File: config.mk
export PLATFORM = sky130hd
export DESIGN_NAME = dmem_arbiter
export DESIGN_NICKNAME = d
export VERILOG_FILES = /design/src/rtl/dmem_arbiter.sv
export SDC_FILE = /design/constraint.sdc
export NUM_CORES = 1
export LEC_CHECK = 0
export BUFFER_PORTS_ARGS = -buffer_cell sky130_fd_sc_hd__buf_2
export CAP_MARGIN = 20
export CORE_MARGIN = 5
export CORE_UTILIZATION = 43
export CTS_BUF_LIST = sky130_fd_sc_hd__clkbuf_8
export CTS_CLUSTER_SIZE = 30
export DETAILED_ROUTE_END_ITERATION = 8
export HOLD_SLACK_MARGIN = 0.06
export PLACE_DENSITY = 0.82
export SLEW_MARGIN = 30
export SYNTH_ARGS = -nofsm -noshare
export SYNTH_HDL_FRONTEND = slang
export SYNTH_SLANG_ARGS = --single-unit
export TNS_END_PERCENT = 10
File: constraint.sdc
create_clock -name clk -period 4.47 [get_ports clk]
set_input_delay 0.6705 -clock clk [delete_from_list [all_inputs] [get_ports clk]]
set_output_delay 0.6705 -clock clk [all_outputs]
set_load 0.01 [all_outputs]
File: src/rtl/dmem_arbiter.sv
// Arbitrates one single-port data memory between the CPU port (fixed priority) and an aux port,
// with bounded aux starvation and aux burst locking. Optional counters under DMARB_STATS_EN.
module dmem_arbiter #(
    parameter int unsigned AW       = 7,
    parameter int unsigned MAX_WAIT = 4
) (
    input  logic          clk,
    input  logic          reset,
    input  logic          c_req,
    input  logic          c_we,
    input  logic [AW-1:0] c_addr,
    input  logic [31:0]   c_wdata,
    output logic          c_gnt,
    output logic          c_rvalid,
    output logic [31:0]   c_rdata,
    input  logic          a_req,
    input  logic          a_we,
    input  logic [AW-1:0] a_addr,
    input  logic [31:0]   a_wdata,
    input  logic          a_lock,
    output logic          a_gnt,
    output logic          a_rvalid,
    output logic [31:0]   a_rdata,
    output logic          m_we,
    output logic [AW-1:0] m_addr,
    output logic [31:0]   m_din,
    input  logic [31:0]   m_dout
`ifdef DMARB_STATS_EN
    ,
    output logic [15:0]   stat_conflict,
    output logic [15:0]   stat_forced
`endif
);

    localparam logic [7:0] MAX_WAIT_W = 8'(MAX_WAIT);

    typedef enum logic [0:0] {StIdle, StLocked} state_e;

    state_e      state_q, state_d;
    logic [7:0]  wait_q, wait_d;
    logic        c_win, a_win, forced;
    logic        c_rvalid_q, a_rvalid_q;
    logic [31:0] c_rdata_q, a_rdata_q;

    // Reset also suppresses every grant so nothing reaches memory while it is held.
    always_comb begin
        state_d = state_q;
        c_win   = 1'b0;
        a_win   = 1'b0;
        forced  = 1'b0;
        if (!reset) begin
            unique case (state_q)
                StIdle: begin
                    a_win  = a_req && (!c_req || wait_q == MAX_WAIT_W);
                    c_win  = c_req && !a_win;
                    forced = a_win && c_req;
                    if (a_win && a_lock) state_d = StLocked;
                end
                StLocked: begin
                    a_win = a_req;
                    if (!a_req || !a_lock) state_d = StIdle;
                end
                default: state_d = StIdle;
            endcase
        end
    end

    always_comb begin
        wait_d = wait_q;
        if (a_win || !a_req) begin
            wait_d = 8'd0;
        end else if (state_q == StIdle && wait_q != MAX_WAIT_W) begin
            wait_d = wait_q + 8'd1;
        end
    end

    always_comb begin
        m_we   = 1'b0;
        m_addr = '0;
        m_din  = '0;
        if (c_win) begin
            m_we   = c_we;
            m_addr = c_addr;
            m_din  = c_wdata;
        end else if (a_win) begin
            m_we   = a_we;
            m_addr = a_addr;
            m_din  = a_wdata;
        end
    end

    always_ff @(posedge clk or posedge reset) begin
        if (reset) begin
            state_q    <= StIdle;
            wait_q     <= 8'd0;
            c_rvalid_q <= 1'b0;
            a_rvalid_q <= 1'b0;
            c_rdata_q  <= 32'd0;
            a_rdata_q  <= 32'd0;
        end else begin
            state_q    <= state_d;
            wait_q     <= wait_d;
            c_rvalid_q <= c_win && !c_we;
            a_rvalid_q <= a_win && !a_we;
            if (c_win && !c_we) c_rdata_q <= m_dout;
            if (a_win && !a_we) a_rdata_q <= m_dout;
        end
    end

    assign c_gnt    = c_win;
    assign a_gnt    = a_win;
    assign c_rvalid = c_rvalid_q;
    assign a_rvalid = a_rvalid_q;
    assign c_rdata  = c_rdata_q;
    assign a_rdata  = a_rdata_q;

`ifdef DMARB_STATS_EN
    logic [15:0] conflict_q, forced_q;
    logic        conflict;

    assign conflict = c_req && a_req && (c_win || a_win);

    always_ff @(posedge clk or posedge reset) begin
        if (reset) begin
            conflict_q <= 16'd0;
            forced_q   <= 16'd0;
        end else begin
            if (conflict && conflict_q != 16'hFFFF) conflict_q <= conflict_q + 16'd1;
            if (forced && forced_q != 16'hFFFF) forced_q <= forced_q + 16'd1;
        end
    end

    assign stat_conflict = conflict_q;
    assign stat_forced   = forced_q;
`endif

endmodule
==> results of run 1 <==
==> worst max-delay path by stage <==
stage / from / cells past startpoint / slack (ns) / endpoint
after floorplan: reset / 6 / 0.49 / m_addr[0]
after global placement: reset / 7 / 1.35 / m_din[11]
after detailed placement: reset / 7 / 1.33 / m_din[11]
after CTS: wait_q[0] / 8 / 1.16 / m_din[11]
after global routing: wait_q[0] / 8 / 0.91 / m_din[16]
final: wait_q[0] / 8 / 1.17 / m_din[16]
==> sequential cells by signal (all words and copies together), names as in the netlist <==
signal / cells
a_rdata: 32
a_rvalid: 1
c_rdata: 32
c_rvalid: 1
state_q: 1
wait_q: 8
==> where the power goes <==
group          internal [mW]  switching, mW  leakage, nW
clock                  0.228          0.237       0.0912
combinational          0.282          0.277         1.50
sequential             0.820         0.0719        0.913
total                   1.33          0.586         2.50
==> worst max-delay path, delay by kind of cell (launching register included) <==
| kind | cells | cell delay [ns] |
|---|---|---|
| simple gates | 2 | 0.59 |
| fa+ha+maj | 1 | 0.16 |
| flops | 1 | 0.44 |
| buf+inv | 3 | 0.65 |
| compound gates | 2 | 0.45 |
==> cell families after synthesis <==
family,count (synthesis),share of synthesized area
AND/OR/NAND/NOR,26,0.04676
AO/OA/AOI/OAI,48,0.1273
adder cells (fa/ha/maj),2,0.007420
buffers and inverters,20,0.03228
flip-flops,75,0.5566
XOR/XNOR,5,0.01299
multiplexers,65,0.2167
==> Yosys cell counts, types with 3 or more instances <==
master,n,area share
nand3_1,4,0.0059
mux2_2,62,0.21
a22o_1,42,0.11
xor2_1,4,0.010
buf_2,9,0.013
buf_6,3,0.010
dfrtp_1,75,0.56
clkbuf_1,4,0.0045
nor2_1,8,0.0089
inv_1,4,0.0045
==> final cells by class <==
class	count	area share
flip-flops and latches	75	0.3940
multi-input cells	146	0.2937
repair buffers	229	0.2440
clock buffers	11	0.03178
well taps	102	0.02679
clock inverters	4	0.005516
inverters	4	0.003152
diodes	2	0.001051
==> per-stage QoR <==
step	instance area, um2	setup WS, ns	instances	hold WS [ns]
floorplan	3372	0.4855	241	0.4966
global placement	4577	1.346	556	0.4641
detailed placement	4577	1.327	556	0.4744
CTS	4755	1.157	571	0.5034
global route	4758	0.9058	571	0.5146
finish	4763	1.172	573	0.5019
==> routing by layer <==
layer  wire, um  up-vias
met5         13        -
met4        387        2
met3       1368       23
met2       5984      169
met1       4310     1453
li1           -     1340
==> cell usage in the layout, fill, tap and decap left out, drive strengths merged, types with 3 or more instances in the layout <==
| cell | n |
|---|---|
| mux2 | 64 |
| xor2 | 4 |
| a22o | 42 |
| nand3 | 4 |
| dfrtp | 75 |
| nor2 | 8 |
| buf | 229 |
| inv | 4 |
| clkinv | 3 |
| clkbuf | 11 |
==> flow_summary.yaml, run 1 <==
finish:
  multi_input_area_um2: 1399
  regArea_um2: 1877
  final_nets: 584
  final_util: 0.6196
  nFillCells: 626
  drive_gt1_frac: 0.6631
  area_growth_pct: 41.26
setup_path:
  crit_required_ns: 3.80
  critPathMaxStageDelay_ns: 0.44
  crit_slowest_cell: "dfrtp_1"
  worstRegToRegCells: 7
  endpoint_kind: "output pin"
  arrival_ns: 2.63
  reg2reg_slack_ns: 1.79
  worstPathCellList: "inv_1 -> ha_1 -> nor4b_1 -> a22o_1 -> and2_1 -> buf_4 -> a22o_1 -> buf_2"
  r2r_start: "wait_q[0]"
  r2r_end: "c_rdata[23]"
  cp_common_cell: "a22o_1"
  worstPathMaxFanout: 33
  critPathLaunchType: "flip-flop"
  critPathKind: "reg -> out"
die:
  io_pins: 225
  initial_core_util: 0.4386
  die_w_um: 98.56
  dieHeight_um: 98.56
  dieArea_um2: 9713
  core_um2: 7687
  fp-row-count: 32
sta:
  max_freq_mhz: 303.2
  post-route-min-period_ns: 3.298
  worstMarginPinSlew_ns: 0.6603
  final.period_utilization: 0.7379
  finalSetupViolCount: 0
  fin_skew_ns: 0.009400
  slew_headroom: 0.5598
  drv_slew: 0
  final_hold_viol_count: 0
  rsz0062_at_grt: "no"
  fin_setup_tns_ns: 0
routing:
  drt_iter0_markers: 130
  drtAntennaViolNets: 0
  via_count: 2987
  detail_route.wl_per_cell_um: 21.05
  drc_errors: 0
  drt-total-wl_um: 12060
  vias_per_cell: 5.213
  dr.pass1.iters: 5
placement:
  gp_congestion: 1.017
  dp_hpwl_um: 9657
  io_buffers: 224
run_status:
  run_status: "complete, no violations"
power:
  total_power_mw: 1.915
  power_leakage_nw: 2.503
  power_density_nw_per_um2: 402.1
  ir_drop_mv: 0.2863
global_routing:
  grt_max_degree: 76
  use_met2: 0.4223
  grt_pass1_wl_um: 18260
  antenna_found_initial: 2
  grtUsageMet3: 0.08988
  grt_pass1_vias: 3211
  gr-usage-met1: 0.2803
  top_usage_layer: "met2"
  grt_usage: 0.2470
  gr-total-overflow: 0
synth:
  yosysSeqAreaShare: 0.5566
  synth_ff_type: "dfrtp_1"
  async_flop_share: 1.000
  synth-edff-count: 0
  syn-num-nets: 360
  avgSynthCellArea_um2: 13.99
  syn_inst: 241
  ys_seq_elements: 75
  yosysUniqueCellTypes: 30
  netlist_area_um2: 3372
  ys.warnings.count: 0
worst_hold_path:
  hold_end: "c_rdata[21]"
  hold_path.class: "reg -> reg"
  hold_depth: 1
  hold_path.startpoint: "c_rdata[21]"
clock_network:
  clkLatencyLatePin_ns: 0.34
  clockRootBuffer: "clkbuf_8"
  cts_resized: 0
  postCtsHoldBufs: 0
  post_cts_buffers: 0
  cts_tree: "yes"
  htree_levels: 3
  numClockSinks: 75
  numCtsBuffers: 9
  clock_path_buffers: 2
  clk_pin_slew_ns: 0.07
flow_run:
  maxCapViolCount: 0
Note: power is estimated with default switching activity, not from simulation.
==> run 2: changes to the inputs <==
==> constraint.sdc (replaced) <==
create_clock -name clk -period 3.1 [get_ports clk]
set_input_delay 0.465 -clock clk [delete_from_list [all_inputs] [get_ports clk]]
set_output_delay 0.465 -clock clk [all_outputs]
set_load 0.01 [all_outputs]
==> flow_summary.yaml, run 2 (synthesis gave the netlist of run 1 again) <==
flow_run:
  maxCapViolCount: 0
clock_network:
  numCtsBuffers: 9
  clock_path_buffers: 2
  htree_levels: 3
  post_cts_buffers: 0
  cts_tree: "yes"
  clockRootBuffer: "clkbuf_8"
  clkLatencyLatePin_ns: 0.34
  clk_pin_slew_ns: 0.08
  numClockSinks: 75
setup_path:
  r2r_end: "c_rdata[1]"
  critPathKind: "reg -> out"
  critPathLaunchType: "flip-flop"
  crit_required_ns: 2.63
  r2r_start: "wait_q[0]"
  endpoint_kind: "output pin"
  startpoint: "wait_q[0]"
  reg2reg_slack_ns: 0.80
  worstPathMaxFanout: 42
  worstRegToRegCells: 7
  arrival_ns: 2.47
  endpoint: "m_din[15]"
sta:
  fin_skew_ns: 0.01173
  finalSetupViolCount: 0
  drv_slew: 0
  slew_headroom: 0.5685
  worstMarginPinSlew_ns: 0.6472
  final.period_utilization: 0.9464
  post-route-min-period_ns: 2.934
  rsz0062_at_grt: "no"
  final_hold_viol_count: 0
  setup_ws_ns: 0.1662
  fin_setup_tns_ns: 0
  max_freq_mhz: 340.9
routing:
  drt_iter0_markers: 140
  detail_route.wl_per_cell_um: 20.62
  dr.pass1.iters: 5
  drc_errors: 0
  vias_per_cell: 5.223
  routedLengthMet1_um: 4493
  via_count: 2998
  route.met3.wl_um: 1059
  routed-wl-met2_um: 5974
  top_layer: "met5"
  drtAntennaViolNets: 0
  drt-total-wl_um: 11840
placement:
  place_ws_ns: 0.4991
  dp_hpwl_um: 9499
  io_buffers: 224
  gp_congestion: 0.9132
die:
  die_w_um: 98.56
  dieArea_um2: 9713
  dieHeight_um: 98.56
  initial_core_util: 0.4386
  fp-row-count: 32
  io_pins: 225
  core_um2: 7687
power:
  power_density_nw_per_um2: 595.9
  netSwitchingPower_uw: 887.3
  power_leakage_nw: 2.516
  power_frac_comb: 0.282
  p_int_mw: 1.974
  switching_share: 0.3101
  p_seq_frac: 0.449
  total_power_mw: 2.861
  p_clk_frac: 0.269
  ir_drop_mv: 0.4761
global_routing:
  grt_max_degree: 76
  grt_usage: 0.2405
  grt_pass1_wl_um: 18050
  gr-total-overflow: 0
  antenna_found_initial: 4
  grt_pass1_vias: 3229
finish:
  drive_gt1_frac: 0.6645
  final_util: 0.6247
  final_cell_mix: "224 x buf_2, 75 x dfrtp_1, 62 x mux2_2"
  area_growth_pct: 42.41
  nFillCells: 658
  final_common_cell: "buf_2"
  final_nets: 585
worst_hold_path:
  hold_path.class: "in -> reg"
run_status:
  run_status: "complete, no violations"
run 2: final cells by class:
cell class	instances	area (um2)	share of cell area
diodes	1	2.502	0.0005211
multi-input cells	146	1399	0.2913
clock buffers	9	123.9	0.02579
inverters	4	18.77	0.003908
clock inverters	7	80.08	0.01668
repair buffers	230	1174	0.2444
well taps	102	127.6	0.02658
flip-flops and latches	75	1877	0.3908
run 2: repair_timing:
| action | 4_1_cts | 5_1_grt |
|---|---|---|
| setup endpoints to repair | 0 | 1 |
| hold buffers | 0 | 0 |
| resized for setup | 0 | 1 |
run 2: worst max-delay path: stages, from the launching register on:
cell and delay, ns:
dfrtp_1 0.44, inv_1 0.08, ha_1 0.15, nor4b_1 0.26
a22o_1 0.20, and2_1 0.13, buf_4 0.37, a22o_1 0.32
buf_2 0.18
run 2: metal layers:
layer,GRT usage,vias to the layer above
met5,0,-
met4,0.07983,6
met3,0.09342,20
met2,0.4103,150
met1,0.2775,1472
li1,-,1350
run 2: through the flow:
| step | hold WS, ns | instance area [um2] | instances |
|---|---|---|---|
| 2_1_floorplan | 0.4966 | 3376 | 241 |
| 5_1_grt | 0.3391 | 4802 | 574 |
| 6_report | 0.3548 | 4802 | 574 |
| 4_1_cts | 0.3416 | 4792 | 573 |
| 3_3_place_gp | 0.4656 | 4588 | 557 |
| 3_5_place_dp | 0.4744 | 4588 | 557 |
run 2: worst min path at each step:
stage / from / endpoint / slack [ns] / depth (start not counted)
final: m_dout[26] / c_rdata[26] / 0.35 / 2
after global routing: m_dout[27] / c_rdata[27] / 0.34 / 2
after CTS: m_dout[26] / c_rdata[26] / 0.34 / 2
after detailed placement: c_rdata[27] / c_rdata[27] / 0.47 / 1
after global placement: c_rdata[26] / c_rdata[26] / 0.47 / 1
after floorplan: wait_q[2] / wait_q[2] / 0.50 / 1
run 2: power groups by stage:
stage | clock network [mW] | registers [mW] | logic [mW]
global route | 0.837 | 1.31 | 0.874
detailed placement | 0 | 1.31 | 0.815
finish | 0.770 | 1.29 | 0.806
CTS | 0.788 | 1.29 | 0.819
floorplan | 0 | 1.40 | 0.307
global placement | 0 | 1.29 | 0.797
